--- src/rtl/qrs_detect_mc.sv ---
// qrs_detect_mc: multi-channel, time-multiplexed QRS / R-peak detector.
//
// Each channel runs INIT -> SEARCH -> QRS -> REFRACT -> SEARCH on its own
// samples. Only the channel addressed by i_ch advances, one sample per cycle.
// An adaptive threshold is seeded from the INIT-phase maximum. It is then
// nudged toward each confirmed peak.
//
// Ports
//   i_clk, i_nrst            clock, asynchronous active-low reset
//   i_ce                     clock enable (state holds, samples ignored when low)
//   i_sample/_valid, i_ch    detection-signal sample, qualifier, channel index
//   i_ctr                    free-running sample counter (wraps)
//   o_rr_period/_valid/_ch   RR interval result, one-cycle strobe, channel
//   o_rpeak_location/_valid  confirmed R-peak counter value and strobe
//   o_rr_reject              RR out of [RR_MIN, RR_MAX] strobe (option only)
//   o_th_initialised         per-channel: threshold has been seeded
//   o_alg_active             per-channel: in QRS or REFRACT
//
// Option macro QRS_DETECT_RR_LIMIT_EN: RR values outside [RR_MIN, RR_MAX] are
// not reported on o_rr_valid; they pulse o_rr_reject instead.
module qrs_detect_mc #(
  parameter int unsigned DATA_WIDTH  = 11,
  parameter int unsigned CTR_WIDTH   = 22,
  parameter int unsigned NCH         = 4,
  parameter int unsigned INIT_LEN    = 512,
  parameter int unsigned QRS_WIN     = 64,
  parameter int unsigned REFRACT_LEN = 200,
  parameter int unsigned TH_SHIFT    = 1,
  parameter int unsigned TH_ALPHA    = 3,
`ifdef QRS_DETECT_RR_LIMIT_EN
  parameter int unsigned RR_MIN      = 60,
  parameter int unsigned RR_MAX      = 600,
`endif
  localparam int unsigned CH_W = (NCH > 1) ? $clog2(NCH) : 1
) (
  input  logic                  i_clk,
  input  logic                  i_nrst,
  input  logic                  i_ce,
  input  logic [DATA_WIDTH-1:0] i_sample,
  input  logic                  i_sample_valid,
  input  logic [CH_W-1:0]       i_ch,
  input  logic [CTR_WIDTH-1:0]  i_ctr,
  output logic [CTR_WIDTH-1:0]  o_rr_period,
  output logic                  o_rr_valid,
  output logic [CH_W-1:0]       o_rr_ch,
  output logic [CTR_WIDTH-1:0]  o_rpeak_location,
  output logic                  o_rpeak_valid,
`ifdef QRS_DETECT_RR_LIMIT_EN
  output logic                  o_rr_reject,
`endif
  output logic [NCH-1:0]        o_th_initialised,
  output logic [NCH-1:0]        o_alg_active
);

  localparam int unsigned CNT_W = $clog2(INIT_LEN + 1);
  localparam logic [CNT_W-1:0]     CntLast = CNT_W'(INIT_LEN - 1);
  localparam logic [CTR_WIDTH-1:0] QrsWin  = CTR_WIDTH'(QRS_WIN);
  localparam logic [CTR_WIDTH-1:0] RefrLen = CTR_WIDTH'(REFRACT_LEN);
  localparam logic [CH_W:0]        NchL    = (CH_W + 1)'(NCH);
  localparam logic [DATA_WIDTH:0]  DataMax = {1'b0, {DATA_WIDTH{1'b1}}};

  typedef enum logic [1:0] {StInit, StSearch, StQrs, StRefract} state_e;

  // Per-channel context
  state_e                state_q    [NCH];
  logic [DATA_WIDTH-1:0] th_q       [NCH];
  logic [DATA_WIDTH-1:0] max_q      [NCH];
  logic [DATA_WIDTH-1:0] pk_val_q   [NCH];
  logic [CTR_WIDTH-1:0]  pk_loc_q   [NCH];
  logic [CTR_WIDTH-1:0]  last_loc_q [NCH];
  logic [CTR_WIDTH-1:0]  win_q      [NCH];
  logic [CNT_W-1:0]      cnt_q      [NCH];
  logic                  has_pk_q   [NCH];

  // Output registers
  logic [CTR_WIDTH-1:0] rr_period_q, rpeak_loc_q;
  logic [CH_W-1:0]      rr_ch_q;
  logic                 rr_valid_q, rpeak_valid_q;
`ifdef QRS_DETECT_RR_LIMIT_EN
  logic                 rr_rej_q;
`endif

  logic             ch_ok, upd;
  logic [CH_W-1:0]  ch_idx;

  // Out-of-range channels are dropped; ch_idx stays in range for the reads.
  assign ch_ok  = ({1'b0, i_ch} < NchL);
  assign ch_idx = ch_ok ? i_ch : '0;
  assign upd    = i_ce & i_sample_valid & ch_ok;

  // Addressed channel: current and next context
  state_e                st_cur, st_d;
  logic [DATA_WIDTH-1:0] th_cur, th_d, max_cur, max_d, pk_val_cur, pk_val_d, max_new, th_adapt;
  logic [CTR_WIDTH-1:0]  pk_loc_cur, pk_loc_d, last_cur, last_d, win_cur, win_d;
  logic [CTR_WIDTH-1:0]  win_age, refr_age, rr_period;
  logic [CNT_W-1:0]      cnt_cur, cnt_d;
  logic                  has_pk_cur, has_pk_d;
  logic [DATA_WIDTH:0]   th_sum;
  logic                  rpeak_ev, rr_ev, rr_rej_ev, rr_in_range;

  assign st_cur     = state_q[ch_idx];
  assign th_cur     = th_q[ch_idx];
  assign max_cur    = max_q[ch_idx];
  assign pk_val_cur = pk_val_q[ch_idx];
  assign pk_loc_cur = pk_loc_q[ch_idx];
  assign last_cur   = last_loc_q[ch_idx];
  assign win_cur    = win_q[ch_idx];
  assign cnt_cur    = cnt_q[ch_idx];
  assign has_pk_cur = has_pk_q[ch_idx];

  // Modulo differences: wrap of i_ctr falls out of the fixed-width subtract.
  assign win_age   = i_ctr - win_cur;
  assign refr_age  = i_ctr - pk_loc_cur;
  assign rr_period = pk_loc_cur - last_cur;
  assign max_new   = (i_sample > max_cur) ? i_sample : max_cur;

  // th - th/2^A + (peak/2^S)/2^A, one guard bit, saturated
  assign th_sum   = {1'b0, th_cur} - ({1'b0, th_cur} >> TH_ALPHA)
                  + (({1'b0, pk_val_cur} >> TH_SHIFT) >> TH_ALPHA);
  assign th_adapt = (th_sum > DataMax) ? {DATA_WIDTH{1'b1}} : th_sum[DATA_WIDTH-1:0];

`ifdef QRS_DETECT_RR_LIMIT_EN
  assign rr_in_range = (rr_period >= CTR_WIDTH'(RR_MIN)) && (rr_period <= CTR_WIDTH'(RR_MAX));
`else
  assign rr_in_range = 1'b1;
`endif

  always_comb begin
    st_d      = st_cur;
    th_d      = th_cur;
    max_d     = max_cur;
    pk_val_d  = pk_val_cur;
    pk_loc_d  = pk_loc_cur;
    last_d    = last_cur;
    win_d     = win_cur;
    cnt_d     = cnt_cur;
    has_pk_d  = has_pk_cur;
    rpeak_ev  = 1'b0;
    rr_ev     = 1'b0;
    rr_rej_ev = 1'b0;
    unique case (st_cur)
      StInit: begin
        max_d = max_new;
        cnt_d = cnt_cur + 1'b1;
        if (cnt_cur == CntLast) begin
          th_d = max_new >> TH_SHIFT;
          st_d = StSearch;
        end
      end
      StSearch: begin
        if (i_sample >= th_cur) begin
          st_d     = StQrs;
          pk_val_d = i_sample;
          pk_loc_d = i_ctr;
          win_d    = i_ctr;
        end
      end
      StQrs: begin
        // A sample beyond the window closes it without joining the peak.
        if ((i_sample < th_cur) || (win_age >= QrsWin)) begin
          st_d     = StRefract;
          rpeak_ev = 1'b1;
          th_d     = th_adapt;
          last_d   = pk_loc_cur;
          has_pk_d = 1'b1;
          if (has_pk_cur) begin
            rr_ev     = rr_in_range;
            rr_rej_ev = ~rr_in_range;
          end
        end else if (i_sample > pk_val_cur) begin
          pk_val_d = i_sample;
          pk_loc_d = i_ctr;
        end
      end
      StRefract: begin
        if (refr_age >= RefrLen) st_d = StSearch;
      end
    endcase
  end

  always_ff @(posedge i_clk or negedge i_nrst) begin
    if (!i_nrst) begin
      for (int c = 0; c < NCH; c++) begin
        state_q[c]    <= StInit;
        th_q[c]       <= '0;
        max_q[c]      <= '0;
        pk_val_q[c]   <= '0;
        pk_loc_q[c]   <= '0;
        last_loc_q[c] <= '0;
        win_q[c]      <= '0;
        cnt_q[c]      <= '0;
        has_pk_q[c]   <= 1'b0;
      end
    end else if (upd) begin
      state_q[ch_idx]    <= st_d;
      th_q[ch_idx]       <= th_d;
      max_q[ch_idx]      <= max_d;
      pk_val_q[ch_idx]   <= pk_val_d;
      pk_loc_q[ch_idx]   <= pk_loc_d;
      last_loc_q[ch_idx] <= last_d;
      win_q[ch_idx]      <= win_d;
      cnt_q[ch_idx]      <= cnt_d;
      has_pk_q[ch_idx]   <= has_pk_d;
    end
  end

  // Strobes drop every clock so they never stretch; data holds between strobes.
  always_ff @(posedge i_clk or negedge i_nrst) begin
    if (!i_nrst) begin
      rr_period_q   <= '0;
      rr_ch_q       <= '0;
      rr_valid_q    <= 1'b0;
      rpeak_loc_q   <= '0;
      rpeak_valid_q <= 1'b0;
`ifdef QRS_DETECT_RR_LIMIT_EN
      rr_rej_q      <= 1'b0;
`endif
    end else begin
      rr_valid_q    <= upd & rr_ev;
      rpeak_valid_q <= upd & rpeak_ev;
`ifdef QRS_DETECT_RR_LIMIT_EN
      rr_rej_q      <= upd & rr_rej_ev;
`endif
      if (upd & rr_ev) begin
        rr_period_q <= rr_period;
        rr_ch_q     <= ch_idx;
      end
      if (upd & rpeak_ev) rpeak_loc_q <= pk_loc_cur;
    end
  end

  always_comb begin
    o_th_initialised = '0;
    o_alg_active     = '0;
    for (int c = 0; c < NCH; c++) begin
      o_th_initialised[c] = (state_q[c] != StInit);
      o_alg_active[c]     = (state_q[c] == StQrs) || (state_q[c] == StRefract);
    end
  end

  assign o_rr_period      = rr_period_q;
  assign o_rr_valid       = rr_valid_q;
  assign o_rr_ch          = rr_ch_q;
  assign o_rpeak_location = rpeak_loc_q;
  assign o_rpeak_valid    = rpeak_valid_q;
`ifdef QRS_DETECT_RR_LIMIT_EN
  assign o_rr_reject      = rr_rej_q;
`else
  // rr_rej_ev only drives o_rr_reject when the option is built in.
  logic unused_rej;
  assign unused_rej = rr_rej_ev;
`endif

endmodule
--- config.mk ---
export PLATFORM = sky130hd
export DESIGN_NAME = qrs_detect_mc
export DESIGN_NICKNAME = d
export VERILOG_FILES = /design/src/rtl/qrs_detect_mc.sv
export SDC_FILE = /design/constraint.sdc
export NUM_CORES = 1
export LEC_CHECK = 0
export CORE_ASPECT_RATIO = 0.75
export CORE_UTILIZATION = 56
export DETAILED_ROUTE_END_ITERATION = 7
export MAX_ROUTING_LAYER = met4
export PLACE_DENSITY = 0.73
export SLEW_MARGIN = 20
export SYNTH_ARGS = -nofsm -noshare
export SYNTH_HDL_FRONTEND = slang
export SYNTH_SLANG_ARGS = --single-unit
export TNS_END_PERCENT = 10
--- constraint.sdc ---
create_clock -name i_clk -period 3.95 [get_ports i_clk]
set_input_delay 0.5925 -clock i_clk [delete_from_list [all_inputs] [get_ports i_clk]]
set_output_delay 0.5925 -clock i_clk [all_outputs]
set_load 0.01 [all_outputs]
; ---- Yosys cells after proc, flatten, opt, wreduce, memory -nomap -nowiden
; Cells that the tools add are included.
[word_totals]
wordCells = 160
input_bits = 39
reg_bits = 496
out_inout_bits = 56
[classes]
n_lt_le_gt_ge = 9
muxes = 77
reduce_logical = 11
n_eq_ne = 12
bitwise = 4
n_addsub = 6
[op_table]
columns = op, count
row1 = $mux W22, 14
row2 = $bwmux W88, 3
row3 = $mux W11, 15
row4 = $bmux W22 S2, 3
row5 = $bwmux W44, 3
row6 = $bmux W11 S2, 3
row7 = $sub A22 B22 Y22, 3
row8 = $demux W22 S2, 1
row9 = $pmux W11 S2, 2
row10 = $pmux W22 S2, 1
row11 = $bwmux W40, 1
row12 = $mux W10, 4
row13 = $demux W11 S2, 1
row14 = $ge A22 B7 Y1 const B, 1
row15 = $ge A22 B8 Y1 const B, 1
row16 = $gt A11 B11 Y1, 2
row17 = $bmux W10 S2, 1
row18 = $demux W10 S2, 1
row19 = $eq A2 B2 Y1 const B, 10
row20 = $mux W2, 7
row21 = $add A12 B7 Y12, 1
row22 = $gt A12 B11 Y1 const B, 1
row23 = $sub A11 B8 Y12, 1
row24 = $ge A11 B11 Y1, 1
row25 = 20 further kinds, 38

; ---- Longest topological paths before layout
[logic_depth]
depth_word = 11
mapped_depth = 22
ltp_nobuf = 18

; ---- Worst setup path after synthesis
; OpenSTA, ideal clock, no wires.
[synth_timing]
path_type = input port to flip-flop
start = input i_ch[0]
end = register rr_period_q[14], in the netlist o_rr_period[14]
arrival_time_ns = 5.662
required_ns = 3.825
path_buffers = 8
path_slack_ns = -1.836
setup_time_ns = 0.125
path_stages = 21
path_cell_list = buf_2 -> buf_2 -> buf_2 -> buf_2 -> buf_1 -> mux4_2 -> inv_1 -> ha_1 -> buf_2 -> a211oi_2 -> nand2b_1 -> o21ai_1 -> a21oi_1 -> xor2_1 -> a2111oi_0 -> and4_1 -> clkbuf_1 -> a31oi_4 -> nand4_2 -> buf_2 -> mux2_2
[synth_via]
elab_chain_cells = 10
word_cells_on_any_way = 29
cone_classes = add/sub: 2 / order compare: 2 / eq/ne: 1 / mux: 21 / bitwise: 2 / reduce/logical: 1
[synth_lines]
columns = element, line_no
row1 = "start, declared", 41  ; input logic [CH_W-1:0] i_ch,
row2 = $not A2 Y3 (implied by the code) *, -
row3 = $bmux W22 S2, 107  ; assign win_cur = win_q[ch_idx];
row4 = $mux W22 (implied by the code) (2 in a row), 107
row5 = $sub A22 B22 Y22, 112  ; assign win_age = i_ctr - win_cur;
row6 = $ge A22 B7 Y1, 160  ; if ((i_sample < th_cur) || (win_age >= QrsWin)) begin
row7 = $logic_or A1 B1 Y1, 160
row8 = $mux W1, 160
row9 = $mux W1, 141  ; unique case (st_cur)
row10 = $and A1 B1 Y1, 224  ; if (upd & rr_ev) begin
row11 = "end signal, assigned", 225  ; rr_period_q <= rr_period;
row12 = "end, declared", 76  ; logic [CTR_WIDTH-1:0] rr_period_q, rpeak_loc_q;
; Mark *: on every way between the ends. The rest lies on a longest branch, timed or not. The select of a mux whose other input is x is not followed.
; A chain may end at the register's enable or synchronous reset.

; ---- Final worst setup path
[layout_timing]
start = register win_q[70] (netlist bit)
end = register pk_loc_q[23] (netlist bit)
[layout_via]
elab_chain_cells = 9
[layout_lines]
columns = element, line_no
row1 = "start, declared", 71  ; logic [CTR_WIDTH-1:0] win_q [NCH];
row2 = "start signal, assigned by index", 201  ; win_q[ch_idx] <= win_d;
row3 = $bmux W22 S2, 107
row4 = $mux W22 (implied by the code) (2 in a row), 107
row5 = $sub A22 B22 Y22, 112
row6 = $ge A22 B7 Y1, 160
row7 = $logic_or A1 B1 Y1, 160
row8 = $mux W22, 160
row9 = $pmux W22 S2, 141
row10 = $bwmux W88, 199  ; pk_loc_q[ch_idx] <= pk_loc_d;
row11 = "end signal, assigned by index", 199
row12 = "end, declared", 69  ; logic [CTR_WIDTH-1:0] pk_loc_q [NCH];
; No other way between the ends. The select of a mux whose other input is x is not followed.

==> results.yml <==
timing:
  setup_ws_ns: -0.185
  tns_ns: -15.39
  drv_slew: 0
  fin_skew_ns: 0.0289
  rsz0062_at_grt: "yes"
  slew_headroom_pct: 27.5
  fmax_mhz: 242
  fin_crit_ns: 4.13
  holdWs_ns: -0.00487
  finalSetupViolCount: 201
  post-route-period-util_pct: 105
  hold_viol: 1
  worstMarginPinSlew_ns: 1.08
placed_design:
  dp.cells: 4006
  place.gp.congestion: 0.987
  dp_hpwl_microns: 61800
  port_buffers: 94
worst_setup_path:
  slowest_delay_ns: 0.49
  crit_family: "buffers and inverters"
  cp_common_cell: "buf_6"
  crit_type: "reg2reg"
  cp_num_buf_inv: 7
  reg2reg_to: "pk_loc_q[23]"
  ff2ff_path_depth: 18
  crit_chain: "mux4_2 -> inv_1 -> ha_4 -> nand4_1 -> a21oi_2 -> buf_4 -> nor4b_4 -> o21ai_2 -> buf_6 -> a2111oi_4 -> buf_4 -> nand4_1 -> buf_6 -> or3_4 -> buf_6 -> a311oi_4 -> buf_6 -> o21ai_2"
  critical_path_arrival_ns: 4.60
  cp.required_ns: 4.42
  start_kind: "register"
  r2r_slack_ns: -0.18
  timing.rr.start: "win_q[70]"
  endpoint_kind: "register"
  worst_path_max_delay_cell: "mux4_2"
  cp_max_fo: 7
power:
  ir_drop_v: 0.000307
  power.density_nw_per_um2: 398
  total_power_w: 0.0146
  p_leak_nw: 16.0
synth:
  syn_avg_cell_area_sq_um: 9.43
  synth_top_area_share_pct: 44.2
  ys_types: 77
  synth-seq-area-share_pct: 44.2
  synth-edff-count: 0
  yosys_register_bits: 496
  yosys.area.top_type: "dfrtp_1"
  yosysWarningCount: 0
  synth_area_sq_um: 28100
  ys_top_cells_by_area: "dfrtp_1 44%, o21ai_0 9.2%, mux4_2 8.0%"
  synth_ff_type: "dfrtp_1"
  synthCells: 2979
  synth_nets: 3141
  async_flop_share_pct: 100
layout:
  area_growth_pct: 30.2
  utilization_pct: 74.4
  num_antenna_cells: 0
  num-nets-final: 3615
  multi_input_area_sq_um: 15700
  nFillCells: 3387
  layout.cells.non_filler: 4139
  register_area_sq_um: 12400
  layout-drive-gt1-share_pct: 26.6
clock_tree:
  clk_latency_ns: 0.61
  postCtsHoldBufs: 0
  htreeDepth: 2
  cts.sinks: 496
  cts.clk_slew.worst_paths_ns: 0.06
  cts_root_buf: "clkbuf_16"
  cts_buffers: 49
  cts_tree: "yes"
  cts.path.max_buffers: 3
drt:
  routed_wl_microns: 90500
  wl_per_cell_microns: 21.9
  drt-pass1-iter-count: 8
  vias: 25800
  initialDrtViolationCount: 2550
  viasPerCell: 6.23
  ant_nets: 0
  drc: 10
global_routing:
  grt_max_degree: 109
  grt-ovfl-total: 0
  grt_pass1_wl_microns: 139000
  antenna_found_initial: 0
  grt_pass1_vias: 25400
  grtUsageTotal_pct: 35.9
status:
  violations: "DRC, hold timing, setup timing"
  outcome: "finished with violations"
die:
  die_y_microns: 196
  die_area_sq_um: 51100
  coreArea_sq_um: 49100
  die_w_microns: 261
  ios: 95
  rows: 70
  initial_core_util_pct: 57.2
flow_run:
  cap_violations: 0
worst_hold_path:
  hold_path.class: "in2async"
metrics by stage:
step | setup slack, ns | cell area (sq um) | hold slack, ns
detailed placement | -1.00 | 33500 | 0.466
floorplan | -0.725 | 28600 | 0.297
global route | -0.340 | 36600 | 0.0473
global placement | -0.911 | 33500 | 0.456
CTS | -0.224 | 35500 | 0.0112
finish | -0.185 | 36600 | -0.00487
repair_timing:
action	4_1_cts	5_1_grt
hold endpoints to repair	0	0
pin swaps	11	51
resized for setup	71	196
buffers inserted	3	37
endpoints found under the setup margin	359	363
gates cloned	0	6
worst register-to-register path, stage by stage (launching register included):
cell and delay [ns]:
dfrtp_1 0.40, mux4_2 0.49, inv_1 0.11, ha_4 0.21, nand4_1 0.10, a21oi_2 0.05
buf_4 0.14, nor4b_4 0.33, o21ai_2 0.12, buf_6 0.14, a2111oi_4 0.27, buf_4 0.17
nand4_1 0.11, buf_6 0.16, or3_4 0.45, buf_6 0.17, a311oi_4 0.35, buf_6 0.17
o21ai_2 0.05
worst max path at each step:
| stage | slack (ns) | startpoint | to | cells past startpoint |
|---|---|---|---|---|
| after floorplan | -0.72 | i_ch[0] | pk_loc_q[10] | 21 |
| after global placement | -0.91 | i_ch[0] | pk_loc_q[23] | 19 |
| after detailed placement | -1.00 | i_ch[0] | pk_loc_q[67] | 19 |
| after CTS | -0.22 | win_q[5] | last_loc_q[44] | 17 |
| after global routing | -0.34 | win_q[5] | pk_loc_q[3] | 16 |
| final | -0.18 | win_q[70] | pk_loc_q[23] | 18 |
registers in the layout (all words and copies together) (netlist names):
name	cells
last_loc_q	88
pk_loc_q	88
win_q	88
max_q	44
pk_val_q	44
th_q	44
cnt_q	40
o_rpeak_location	22
o_rr_period	22
state_q	8
has_pk_q	4
o_rr_ch	2
o_rpeak_valid	1
o_rr_valid	1
area by class of cell:
class | count | area share (%)
inverter | 132 | 1.37
clock inverter | 16 | 0.602
tap | 648 | 2.22
sequential | 496 | 33.9
multi-input combinational | 2150 | 42.8
timing repair buffer | 624 | 15.1
clock buffer | 73 | 3.99
cell usage in the layout, fill, tap and decap left out, drive strengths merged, types with 11 or more instances in the layout:
cell	count
nand2	540
o31ai	11
xnor2	25
clkbuf	78
nand2b	12
nand3	87
inv	130
xor2	23
mux2i	73
o21a	14
clkinv	12
nor3	38
a21oi	92
a21o	26
o21ai	603
clkdlybuf4s50	91
dfrtp	496
a211oi	24
ha	115
a311oi	28
mux2	34
nor4	50
a31oi	12
mux4	100
and2	11
buf	528
nand4	13
nor2	102
cell usage after synthesis, drive strengths merged, types with 9 or more instances:
master and count:
nand4 13, or3 9, clkbuf 165, buf 36
ha 115, a21o 26, a21oi 92, o21ai 603
inv 131, dfrtp 496, mux2i 73, nand2b 12
nor4 50, nor3 38, o21a 14, xnor2 25
xor2 23, nor2 102, mux4 100, mux2 34
a31oi 12, nand3 87, o31ai 11, nand2 540
and2 11, a311oi 28, and3 9, a211oi 24
routing by layer:
layer	up-vias	GRT usage [%]	part of all wire, %
met2	1192	53.4	45
met1	12800	50.9	42
met4	0	10.8	3.1
met3	207	5.92	9.5
met5	-	-	0
li1	11600	-	-
kinds of logic (layout without fill, tap and decap cells):
group,Yosys count,count (layout),synth area share [%]
AND/OR/NAND/NOR,901,901,14.0
flip-flops,496,496,44.2
adder cells (fa/ha/maj),123,123,5.69
XOR/XNOR,48,48,1.52
buffers and inverters,333,845,4.58
AO/OA/AOI/OAI,871,871,18.1
multiplexers,207,207,12.0
report_power, final:
part	total (W)	switching, W	leakage, nW	internal (W)
Sequential	0.00572	0.000221	6.73	0.00550
Combinational	0.00391	0.00216	8.45	0.00175
Clock	0.00493	0.00206	0.832	0.00288
Total	0.0146	0.00444	16.0	0.0101
Power figures use the tool's default switching activity.
